File: src/rtl/des_ahb_master.sv
// des_ahb_master: AHB-Lite initiator that loads a Triple DES job into the slave,
// polls its done flag and returns the result block on a valid/ready interface.
module des_ahb_master #(
   parameter logic [31:0] BASE_ADDR = 32'h0000_0000,
   parameter logic [31:0] KEY1_OFF  = 32'h00,
   parameter logic [31:0] KEY2_OFF  = 32'h08,
   parameter logic [31:0] KEY3_OFF  = 32'h10,
   parameter logic [31:0] DATA_OFF  = 32'h18,
   parameter logic [31:0] CTRL_OFF  = 32'h20,
   parameter logic [31:0] STAT_OFF  = 32'h28,
   parameter logic [31:0] RES_OFF   = 32'h30,
   parameter int          POLL_MAX  = 16
) (
   input  logic        HCLK,
   input  logic        HRESET,
   input  logic        start_valid,
   output logic        start_ready,
   input  logic        encr_decr,
   input  logic [63:0] in_data,
   input  logic [63:0] key1,
   input  logic [63:0] key2,
   input  logic [63:0] key3,
   output logic        result_valid,
   input  logic        result_ready,
   output logic [63:0] result_data,
   output logic        result_error,
   output logic [31:0] HADDR,
   output logic        HWRITE,
   output logic [1:0]  HTRANS,
   output logic [2:0]  HBURST,
   output logic [2:0]  HSIZE,
   output logic [3:0]  HPROT,
   output logic        HMASTLOCK,
   output logic [63:0] HWDATA,
   input  logic        HREADY,
   input  logic        HRESP,
   input  logic [63:0] HRDATA
);
   typedef enum logic [1:0] {IDLE, ADDR, DATA, RESP} state_t;
   typedef enum logic [2:0] {W_KEY1, W_KEY2, W_KEY3, W_DATA, W_CTRL, R_STAT, R_RES} step_t;
   state_t      state;
   step_t       step, nxt_step;
   logic [63:0] k1_q, k2_q, k3_q, data_q, wdata;
   logic        enc_q, timeout;
   logic [15:0] poll_cnt;
   logic [31:0] nxt_addr;
   assign start_ready = state == IDLE;
   assign HBURST      = 3'b000;
   assign HSIZE       = 3'b011;
   assign HPROT       = 4'b0011;
   assign HMASTLOCK   = 1'b0;
   always_comb begin
      nxt_step = step == R_STAT ? (HRDATA[0] ? R_RES : R_STAT) : step_t'(step + 3'd1);
      nxt_addr = BASE_ADDR + (nxt_step == W_KEY1 ? KEY1_OFF :
                              nxt_step == W_KEY2 ? KEY2_OFF :
                              nxt_step == W_KEY3 ? KEY3_OFF :
                              nxt_step == W_DATA ? DATA_OFF :
                              nxt_step == W_CTRL ? CTRL_OFF :
                              nxt_step == R_STAT ? STAT_OFF : RES_OFF);
      wdata    = step == W_KEY1 ? k1_q :
                 step == W_KEY2 ? k2_q :
                 step == W_KEY3 ? k3_q :
                 step == W_DATA ? data_q :
                 step == W_CTRL ? {62'b0, enc_q, 1'b1} : 64'b0;
      // the final unsuccessful poll is the POLL_MAX-th status read
      timeout  = step == R_STAT && !HRDATA[0] && poll_cnt == 16'(POLL_MAX - 1);
   end
   always_ff @(posedge HCLK) begin
      if (!HRESET) begin
         state        <= IDLE;
         step         <= W_KEY1;
         HTRANS       <= 2'b00;
         HADDR        <= '0;
         HWRITE       <= 1'b0;
         HWDATA       <= '0;
         result_valid <= 1'b0;
         result_data  <= '0;
         result_error <= 1'b0;
         poll_cnt     <= '0;
      end else begin
         case (state)
            IDLE: if (start_valid) begin
               k1_q     <= key1;
               k2_q     <= key2;
               k3_q     <= key3;
               data_q   <= in_data;
               enc_q    <= encr_decr;
               poll_cnt <= '0;
               step     <= W_KEY1;
               HTRANS   <= 2'b10;
               HADDR    <= BASE_ADDR + KEY1_OFF;
               HWRITE   <= 1'b1;
               state    <= ADDR;
            end
            ADDR: if (HREADY) begin
               HTRANS <= 2'b00;
               HWDATA <= wdata;
               state  <= DATA;
            end
            DATA: if (HREADY) begin
               if (step == R_STAT && !HRDATA[0]) poll_cnt <= poll_cnt + 16'd1;
               if (HRESP || timeout) begin
                  result_valid <= 1'b1;
                  result_error <= 1'b1;
                  result_data  <= '0;
                  state        <= RESP;
               end else if (step == R_RES) begin
                  result_valid <= 1'b1;
                  result_error <= 1'b0;
                  result_data  <= HRDATA;
                  state        <= RESP;
               end else begin
                  step   <= nxt_step;
                  HTRANS <= 2'b10;
                  HADDR  <= nxt_addr;
                  HWRITE <= nxt_step < R_STAT;
                  state  <= ADDR;
               end
            end
            RESP: if (result_ready) begin
               result_valid <= 1'b0;
               state        <= IDLE;
            end
            default: state <= IDLE;
         endcase
      end
   end
endmodule

File: config.mk
export PLATFORM = sky130hd
export DESIGN_NAME = des_ahb_master
export DESIGN_NICKNAME = d
export VERILOG_FILES = /design/src/rtl/des_ahb_master.sv
export SDC_FILE = /design/constraint.sdc
export NUM_CORES = 1
export LEC_CHECK = 0
export CAP_MARGIN = 20
export CORE_AREA = 2 2 198 200
export CTS_BUF_LIST = sky130_fd_sc_hd__clkbuf_4 sky130_fd_sc_hd__clkbuf_8 sky130_fd_sc_hd__clkbuf_16
export CTS_CLUSTER_DIAMETER = 100
export CTS_CLUSTER_SIZE = 24
export DETAILED_ROUTE_END_ITERATION = 10
export DIE_AREA = 0 0 200 202
export PLACE_DENSITY = 0.72
export SYNTH_ARGS = -nofsm -noshare
export SYNTH_HDL_FRONTEND = slang
export SYNTH_SLANG_ARGS = --single-unit
File: constraint.sdc
create_clock -name HCLK -period 8.4 [get_ports HCLK]
set_input_delay 0.84 -clock HCLK [delete_from_list [all_inputs] [get_ports HCLK]]
set_output_delay 0.84 -clock HCLK [all_outputs]
set_load 0.03 [all_outputs]
# Word level (Yosys, flattened, before mapping)
# Index checks and enable logic that the tools add are counted.
[classes]
order_cmp = 1
reduce_logical = 19
n_eq_ne = 23
addsub = 2
n_mux = 54
[op_table]
columns = ["cell", "count"]
rows = [
  ["$mux 64", 6],
  ["$mux 32", 4],
  ["$pmux 32 s2", 1],
  ["$mux 16", 3],
  ["$pmux 16 s2", 1],
  ["$mux 2", 13],
  ["$mux 6", 4],
  ["$add 16x1->16 const B", 1],
  ["$eq 16x4->1 const B", 1],
  ["$eq 3x3->1 const B", 5],
  ["$mux 3", 5],
  ["$ne 2x2->1 const B", 7],
  ["$eq 3x2->1 const B", 4],
  ["$reduce_and 4->1", 3],
  ["$mux 1", 10],
  ["$mux 5", 2],
  ["$pmux 2 s4", 1],
  ["$eq 3x1->1 const B", 2],
  ["$logic_not 3->1", 2],
  ["$pmux 2 s3", 1],
  ["$pmux 3 s2", 1],
  ["$reduce_and 3->1", 2],
  ["$reduce_and 6->1", 1],
  ["$reduce_bool 2->1", 3],
  ["other kinds (13)", 16],
]
[totals]
elab_cells = 114
output_inout_bits = 177
register_bits = 443
input_bits = 327

# Longest topological paths before layout
[logic_depth]
word_depth = 13
ltp_mapped = 10
mapped_depth_nobuf = 7

# Worst setup path after synthesis
# No wires, ideal clock.
[synth_path]
path_kind = "input port to flip-flop"
startpoint = "in HRESET"
endpoint = "reg data_q[0], enable pin"
setup_slack_ns = 0.653
path_stages = 3
setup_ns = 0.649
n_path_buf = 2
required_time_ns = 7.751
arrival_time_ns = 7.098
cell_sequence = "buf_2 -> clkbuf_1 -> and2_1"
[synth_via]
elab_chain_cells = 1
[synth_lines]
columns = ["item", "line", "rtl"]
rows = [
  ["start: declaration", "15", "input logic HRESET,"],
  ["$reduce_and 3->1 (no source line)", "n/a", ""],
  ["end signal: assignment", "86", "data_q <= in_data;"],
  ["end: declaration", "43", "logic [63:0] k1_q, k2_q, k3_q, data_q, wdata;"],
]
# No other way between the ends.
# A chain may end at the register's enable or synchronous reset.

# Final worst setup path
[layout_path]
startpoint = "reg step[0]"
endpoint = "reg HWDATA[27]"
[layout_via]
elab_chain_cells = 5
elab_cells_between_ends = 8
cone_classes = "eq/ne (3); mux (4); reduce/logical (1)"
[layout_lines]
columns = ["item", "line", "rtl"]
rows = [
  ["start: declaration", "42", "step_t step, nxt_step;"],
  ["start signal: assignment", "113", "step <= nxt_step;"],
  ["$eq 3x2->1", "63", "step == W_DATA ? data_q :"],
  ["$mux 64", "63", ""],
  ["$mux 64", "62", "step == W_KEY3 ? k3_q :"],
  ["$mux 64", "61", "step == W_KEY2 ? k2_q :"],
  ["$mux 64 (*)", "60", "wdata = step == W_KEY1 ? k1_q :"],
  ["end signal: assignment", "97", "HWDATA <= wdata;"],
  ["end: declaration", "34", "output logic [63:0] HWDATA,"],
]
# Every way passes the cells marked *; elsewhere a longest branch is shown, timed or not.

==> results by group <==
Synth
  • Most common cell in the netlist: edfxtp_1
  • Syn avg cell area: ~13 µm²
  • Synth Warn #: 0
  • Synth cell types: 57
  • Sequential fraction of the synthesis area: 70.01%
  • EDFF count, synth: 257
  • #FFs+latches synth: 412
  • Synth area leaders: edfxtp_1 50%, dfxtp_1 20%, a21oi_1 4.4%
  • Cell area after synthesis: around 15,000 µm²
  • Commonest cells post-synth: 257 x edfxtp_1, 155 x dfxtp_1, 136 x a21oi_1, 83 x nor2_1, 80 x nand2_1
  • Synth Instances: about 1.2k
  • Top_reg_cell synth: edfxtp_1
  • Area leader, netlist: edfxtp_1
  • Share of the synthesized area in the top cell type: 49.93%
  • Post-synthesis async set-or-reset flop share: 0%

Routing
  • Remaining routing DRC violations: 0
  • Drt via density: ~5.2
  • Iter 0 DRT Violations: 688
  • DRT antenna net count: 0
  • DR vias: 11.32k
  • Total Routed Length: 45.95 mm
  • Pre-antenna DRT Iters: 7
  • Wire length per cell: between 20 and 25 µm

Setup path
  • Crit path required time: 8800 ps
  • Critical Path Max Stage Delay: 670 ps
  • Crit path max fanout: 65
  • CP Class: flop to flop
  • Slowest stage cell on the critical path: buf_4
  • Worst setup SP type: flop
  • Crit. End Element: flop
  • WP data arrival: around 3600 ps
  • Worst path cell trace: inv_1 -> ha_1 -> nor2b_4 -> buf_4 -> buf_4 -> a311oi_1 -> a21oi_1 -> a21oi_1

Final layout
  • Nets: 1,955
  • Share of cells above drive strength 1: a little under 4%
  • Layout area overhead: 35.85%

Global route
  • Initial antenna violation count: 9
  • Vias in the first global route: around 11k
  • Pin count of the biggest net entering global routing: 92
  • Total global routing overflow: 0
  • GRT Total Usage: 22.00%
  • First-pass GRT wire length: 67.14 mm

STA
  • Final clock skew: approximately 19 ps
  • Final period util: 38.26%
  • Slew HR: 37.52%
  • Setup TNS: 0 ps
  • RSZ-0062 raised after global routing: false
  • Pins over their slew limit: 0
  • Worst-Margin Slew: about 940 ps
  • WHS: 478.5 ps
  • Final hold viol count: 0
  • FMAX: about 0.31 GHz
  • Period minus WS final: 3214 ps
  • # setup viols final: 0

CTS
  • Cts bufs inserted: 21
  • CTS resizes: 0
  • Clock Tree Root: clkbuf_16
  • H-Tree Depth: 1
  • Clk slew on worst S/H paths: 100 ps
  • Cts-stage hold buffer count: 0
  • Worst-Skew Late Latency: 550 ps
  • CTS tree: built
  • Post-CTS Setup Inserts: 0
  • Clock Path Buffers: 3
  • CTS Sinks: between 400 and 500

Power and ir drop
  • Cell Pwr Density: 183.2 nW/µm²
  • P_leak: ~7.0 nW
  • Max VDD drop: 0.0001656 V

Place
  • Gpl congestion: 0.8694
  • Input/output buffers: approximately 460
  • Post-DP HPWL: 32.13 mm

Floorplan
  • Initial core utilization: 40.37%
  • I/O Pins: between 500 and 600
  • FP Rows: 72
  • Die height: 202 µm
  • Core Area: 38,290 µm²
  • Die width: 200 µm
  • Die area: 40,400 µm²

Job
  • Max cap viols: 0

Hold path
  • Worst Hold Class: flop to flop

Outcome
  • Status: complete, no violations
flip-flops by register name, summed over array words and instances, names as in the netlist, 2 cells and up:
signal	count
data_q	64
k1_q	64
result_data	64
k3_q	64
poll_cnt	16
HWDATA	64
state	2
HADDR	3
step	2
k2_q	64
layout by cell type, fill, tap and decap left out, types with 3 or more instances in the layout:
cell,n
nor2b_1,5
dfxtp_1,155
nand4_1,4
nand2_1,80
xnor2_1,10
edfxtp_1,257
conb_1,41
clkdlybuf4s50_1,461
diode_2,4
o21ai_0,73
nand2b_1,4
a311oi_1,62
a22o_1,64
nor2_1,82
a21oi_1,136
or4_1,4
ha_1,5
nor3_1,7
inv_1,9
buf_4,12
nand3_1,72
o211ai_1,3
clkbuf_4,13
a21o_1,3
clkbuf_16,21
worst paths after layout:
| check | from | end | slack [ps] | cells after the start |
|---|---|---|---|---|
| setup / recovery | step[0] | HWDATA[27] | 5190 | 8 |
| setup reg to reg | step[0] | HWDATA[27] | 5190 | 8 |
| hold / removal | result_valid | result_valid | 480 | 2 |
| hold reg to reg | result_valid | result_valid | 480 | 2 |
power breakdown:
part / internal (W) / switching, W / total [W]
registers: 0.00224 / 0.0000330 / 0.00228
logic: 0.000198 / 0.000208 / 0.000406
clock network: 0.000524 / 0.000639 / 0.00116
cell families (layout without fill, tap and decap cells):
kind of cell | count (synthesis) | after routing | share of synthesized area [%]
buf+inv | 141 | 521 | 4.825
fa+ha+maj | 6 | 6 | 0.4857
compound gates | 362 | 362 | 15.49
xor+xnor | 11 | 11 | 0.6233
flops | 412 | 412 | 70.01
simple gates | 282 | 282 | 8.460
other cells | 2 | 45 | 0.04859
mux | 1 | 1 | 0.06476
routing by layer:
layer / wire length [µm] / up-vias / part of all wire (%) / global-route usage, %
li1: - / 5274 / - / -
met4: 2003 / 6 / 4.4 / 8.704
met3: 4791 / 88 / 10 / 7.208
met2: 22540 / 526 / 49 / 38.01
met5: 39 / - / 0.085 / 0
met1: 16570 / 5423 / 36 / 25.04
worst max-delay path, delay by kind of cell (launching register included):
family / cells / cell delay (ps)
buf+inv: 3 / 1330
flops: 1 / 390
simple gates: 1 / 590
fa+ha+maj: 1 / 200
compound gates: 3 / 520
stage by stage:
step | util, % | std cells | setup slack (ps) | instance area [µm²] | total power (W)
3_5_place_dp | 53.03 | 2116 | 4648 | 20300 | 0.002729
3_3_place_gp | 53.03 | 2116 | 4765 | 20300 | 0.002721
5_1_grt | 54.84 | 2158 | 4850 | 21000 | 0.003982
2_1_floorplan | - | 1256 | 653.3 | 15600 | 0.002509
6_report | 54.84 | 2158 | 5186 | 21000 | 0.003846
4_1_cts | 54.74 | 2153 | 5079 | 20960 | 0.003876
area by class of cell:
cell class	count	area (µm²)
fillers	3267	17290
flip-flops and latches	412	10820
repair buffers	475	4737
multi-input cells	703	4091
well taps	518	648.1
clock buffers	34	623.1
inverters	9	33.78
clock inverters	3	32.53
diodes	4	10.01
Power figures use the tool's default switching activity.
==> patch 1, RTL diff (same settings) <==
The 4 states of `state_t` get a one-hot encoding in 4 bits.
--- a/src/rtl/des_ahb_master.sv
+++ b/src/rtl/des_ahb_master.sv
@@ -36,7 +36,7 @@
    input  logic        HRESP,
    input  logic [63:0] HRDATA
 );
-   typedef enum logic [1:0] {IDLE, ADDR, DATA, RESP} state_t;
+   typedef enum logic [3:0] {IDLE = 4'b0001, ADDR = 4'b0010, DATA = 4'b0100, RESP = 4'b1000} state_t;
    typedef enum logic [2:0] {W_KEY1, W_KEY2, W_KEY3, W_DATA, W_CTRL, R_STAT, R_RES} step_t;
    state_t      state;
    step_t       step, nxt_step;
Behaviour: no difference found for any inputs over 4 cycles, from zero or initial values and one cycle with HRESET low; so few cycles prove little.
==> patch 1 against the unedited design <==
  * Power grew 13%
  * Synthesized area grew 0.19%
  * Largest cell class unchanged
  * Routed wire length shrank 8.0%
  * Sequential cell count grew 2
  * Register-to-register slack gained 0.20 ns
  * Final area grew 0.26%
  * Worst setup slack gained 0.021 ns
==> patch 1: results <==
[routing]
firstDrtPassIters = 4
first_iter_violations = 743
wl_um = 42260
viasPerCell = 5.183

[layout]
signal_buffers = 474
layout-drive-gt1-share_pct = 4.343
buffer_area_share_pct = 22.43
finalNetCount = 1953
clock_area_share_pct = 3.210
multi_input_cells = 703
multi_input_area_share_pct = 19.47
seq_cell_count = 414
fill_cells = 3188
clock_buffers = 36
inverters = 6
n_antenna_cell = 9
seq_area_sq_um = 10860

[yosys]
ys_warn_count = 0
synth_edf_count = 257
ys_seq_area_share_pct = 70.14
synth_common_cells = "edfxtp_1 (257), dfxtp_1 (157), a21oi_1 (134)"
ys_top_cells_by_area = "edfxtp_1 (50%), dfxtp_1 (20%), a21oi_1 (4.3%), a22o_1 (3.6%), a311oi_1 (3.5%)"
synth.distinct_cells = 57

[power_and_ir_drop]
ir_drop_uv = 164.6
leakage_nw = 7.037

[setup_path]
crit_type = "flip-flop to output port"
cp_max_fo = 10
r2r_end = "k2_q[19]"
r2r_start = "state[0]"
ff2ff_path_depth = 4
crit_end = "start_ready"
reg2reg_slack_ns = 5.39
arrival_ns = 2.35

[global_routing]
grt_max_degree = 155
grt_pass1_vias = 11050
track_usage_pct = 20.12
grt_pass1_wl_um = 62270
antenna_found_initial = 10

[die]
taps = 518

[place]
hpwl_um = 28620
place_area_sq_um = 20350
portBuffers = 462
pre_cts_slack_ns = 4.712
gp_congestion = 0.8056

[worst_hold_path]
min_to = "result_error"
hold_depth = 2
min_from = "result_error"
min_path_type = "flip-flop to flip-flop"

[clock_tree]
cts_resized = 0
clk_path_buf_depth = 3
cts_setup_buffers = 0
clkSlewWorstSetupHoldPaths_ns = 0.10
h-tree-depth = 1
clock_latency_ns = 0.55
clock-root-buffer = "clkbuf_16"

[sta]
finClkSkew_ns = 0.01527
worstMarginPinSlew_ns = 0.9354
fin_crit_sh_pct = 38.02

[outcome]
status = "finished clean"
patch 1: changes by cell type in the layout (fill, tap and decap cells not counted), moves of 5 or more:
cell / unedited run / this run
xnor2_1: 10 / 2
nor3_1: 7 / 1
diode_2: 4 / 9
and3_1: 2 / 7
xor2_1: 1 / 9
patch 1: kinds of logic after synthesis:
logic type,synth area share [%]
compound gates,15.21
xor+xnor,0.6222
fa+ha+maj,0.4848
buf+inv,4.695
flops,70.14
mux,0.4121
other cells,0.04850
simple gates,8.387
patch 1: metal layers:
layer / global-route usage [%] / part of all wire (%) / vias up
li1: - / - / 5288
met1: 23.65 / 38 / 5374
met2: 35.90 / 51 / 465
met3: 4.055 / 7.2 / 77
met4: 7.751 / 3.8 / 2
met5: 0 / 0.028 / -
patch 1: report_power, final:
part / switching [mW] / total, mW / internal (mW)
logic: 0.387 / 0.663 / 0.276
clock network: 0.642 / 1.18 / 0.542
registers: 0.0808 / 2.51 / 2.43
total: 1.11 / 4.36 / 3.25
patch 1: worst max-delay path, cell delays in order (launching register included):
cell and delay (ns):
dfxtp_1 0.50, or4b_4 0.52, clkinv_2 0.10, clkdlybuf4s50_1 0.68
patch 1: through the flow:
| stage | utilization (%) | power [mW] | cells | hold slack, ns |
|---|---|---|---|---|
| floorplan | - | 2.959 | 1260 | 0.4520 |
| CTS | 54.92 | 4.400 | 2153 | 0.4847 |
| global route | 54.97 | 4.527 | 2161 | 0.5021 |
| finish | 54.98 | 4.358 | 2162 | 0.4827 |
| global placement | 53.16 | 3.202 | 2115 | 0.4567 |
| detailed placement | 53.16 | 3.222 | 2115 | 0.4609 |
==> patch 2, RTL diff (same settings) <==
Made on the original files. Set the parameter `RES_OFF` to 32'h20 (it was 32'h30).
--- a/src/rtl/des_ahb_master.sv
+++ b/src/rtl/des_ahb_master.sv
@@ -8,7 +8,7 @@
    parameter logic [31:0] DATA_OFF  = 32'h18,
    parameter logic [31:0] CTRL_OFF  = 32'h20,
    parameter logic [31:0] STAT_OFF  = 32'h28,
-   parameter logic [31:0] RES_OFF   = 32'h30,
+   parameter logic [31:0] RES_OFF   = 32'h20,
    parameter int          POLL_MAX  = 16
 ) (
    input  logic        HCLK,
Function: same outputs for any inputs over 4 cycles, from zero or initial values and one cycle with HRESET low; that may be too few to reach the edited logic, so the function may still have changed.
==> patch 2 against the unedited design <==
  * Final area is 0.29% lower
  * Worst setup slack worse by 0.13 ns
  * Global-route usage decreased by 1.5 points
  * Clock skew is 0.0043 ns higher
  * Maximum frequency shrank 4.0%
  * Power increased by 0.20%
  * Die area unchanged
  * Critical path depth fell by 4
  * Synthesized area decreased by 0.15%
  * Routed wire length is 6.0% lower
  * Sequential cell count unchanged
  * Final cell count is 0.46% lower
  * Count of clock-buffer cells in the layout is 1 higher
  * Largest cell class unchanged
==> patch 2: results <==
[setup_path]
critPathMaxStageDelay_ns = 0.87
startpoint = "HRESET"
reg2reg_slack_ns = 5.25
ff2ff_path_depth = 4
cp_max_fo = 189
slowest_stage = "and2_4"
crit_end = "k1_q[2]"
r2r_start = "state[0]"

[yosys]
syn_avg_cell_area_sq_um = 12.73
synth.distinct_cells = 52
synth_compound_area_share_pct = 15.37
ys_top_cells_by_area = "edfxtp_1 (50%), dfxtp_1 (20%), a21oi_1 (4.4%), a22o_1 (3.6%), a311oi_1 (3.6%)"
synth_common_cells = "edfxtp_1 (257), dfxtp_1 (155), a21oi_1 (136)"
syn_inst = 1212
synth_edf_count = 257
synth_adder_area_share_pct = 0.4864
muxShareOfSynthArea_pct = 0.1297
ys_warn_count = 0
postSynth.asyncResetShare_pct = 0
ys_seq_area_share_pct = 70.11
synth_xor_xnor_area_share_pct = 0.8512

[clock_tree]
h-tree-depth = 1
clock_latency_ns = 0.55
cts_setup_buffers = 0
clk_path_buf_depth = 3

[worst_hold_path]
hold_depth = 1
min_to = "result_data[20]"
min_from = "result_data[20]"

[routing]
first_iter_violations = 750
viasPerCell = 5.208
wl_per_cell_um = 20.10
firstDrtPassIters = 5
num_vias = 11190

[layout]
layout-drive-gt1-share_pct = 3.867
finalNetCount = 1948

[place]
hpwl_um = 29160
place_inst = 2108
gp_congestion = 0.8420
pre_cts_slack_ns = 4.534
place_area_sq_um = 20250

[power_and_ir_drop]
leakage_nw = 6.993
ir_drop_uv = 143.9

[sta]
finClkSkew_ns = 0.02324
fin_crit_sh_pct = 39.85
whs_ns = 0.4843
relSlewSlack_pct = 25.94

[global_routing]
antenna_found_initial = 4
grt_pass1_wl_um = 63140
track_usage_pct = 20.54
grt_max_degree = 190

[outcome]
status = "finished clean"
## patch 2: changes by cell type after synthesis, sizes merged, moves of 5 or more
| cell | delta |
|---|---|
| xor2 | +11 |
| nand4 | +5 |
| nand2 | -7 |
| xnor2 | -7 |
| clkbuf | -5 |
| nor3 | -5 |
| buf | +7 |
## patch 2: final cells by class
type	count	area, sq um
well taps	518	648.1
clock inverters	2	28.78
diodes	1	2.502
multi-input cells	697	4038
fillers	3228	17350
inverters	8	30.03
repair buffers	475	4737
clock buffers	35	630.6
flip-flops and latches	412	10820
## patch 2: power by group
part / switching, mW / internal [mW]
sequential: 0.0339 / 2.25
combinational: 0.205 / 0.198
clock: 0.641 / 0.529
total: 0.879 / 2.97
## patch 2: metal layers
layer,share of wire (%),vias to the layer above,wire (um),GRT usage (%)
met5,0.095,-,41,0
met4,3.0,6,1277,5.714
met3,9.9,66,4261,5.773
met1,38,5343,16290,24.66
met2,49,524,21310,35.89
li1,-,5248,-,-
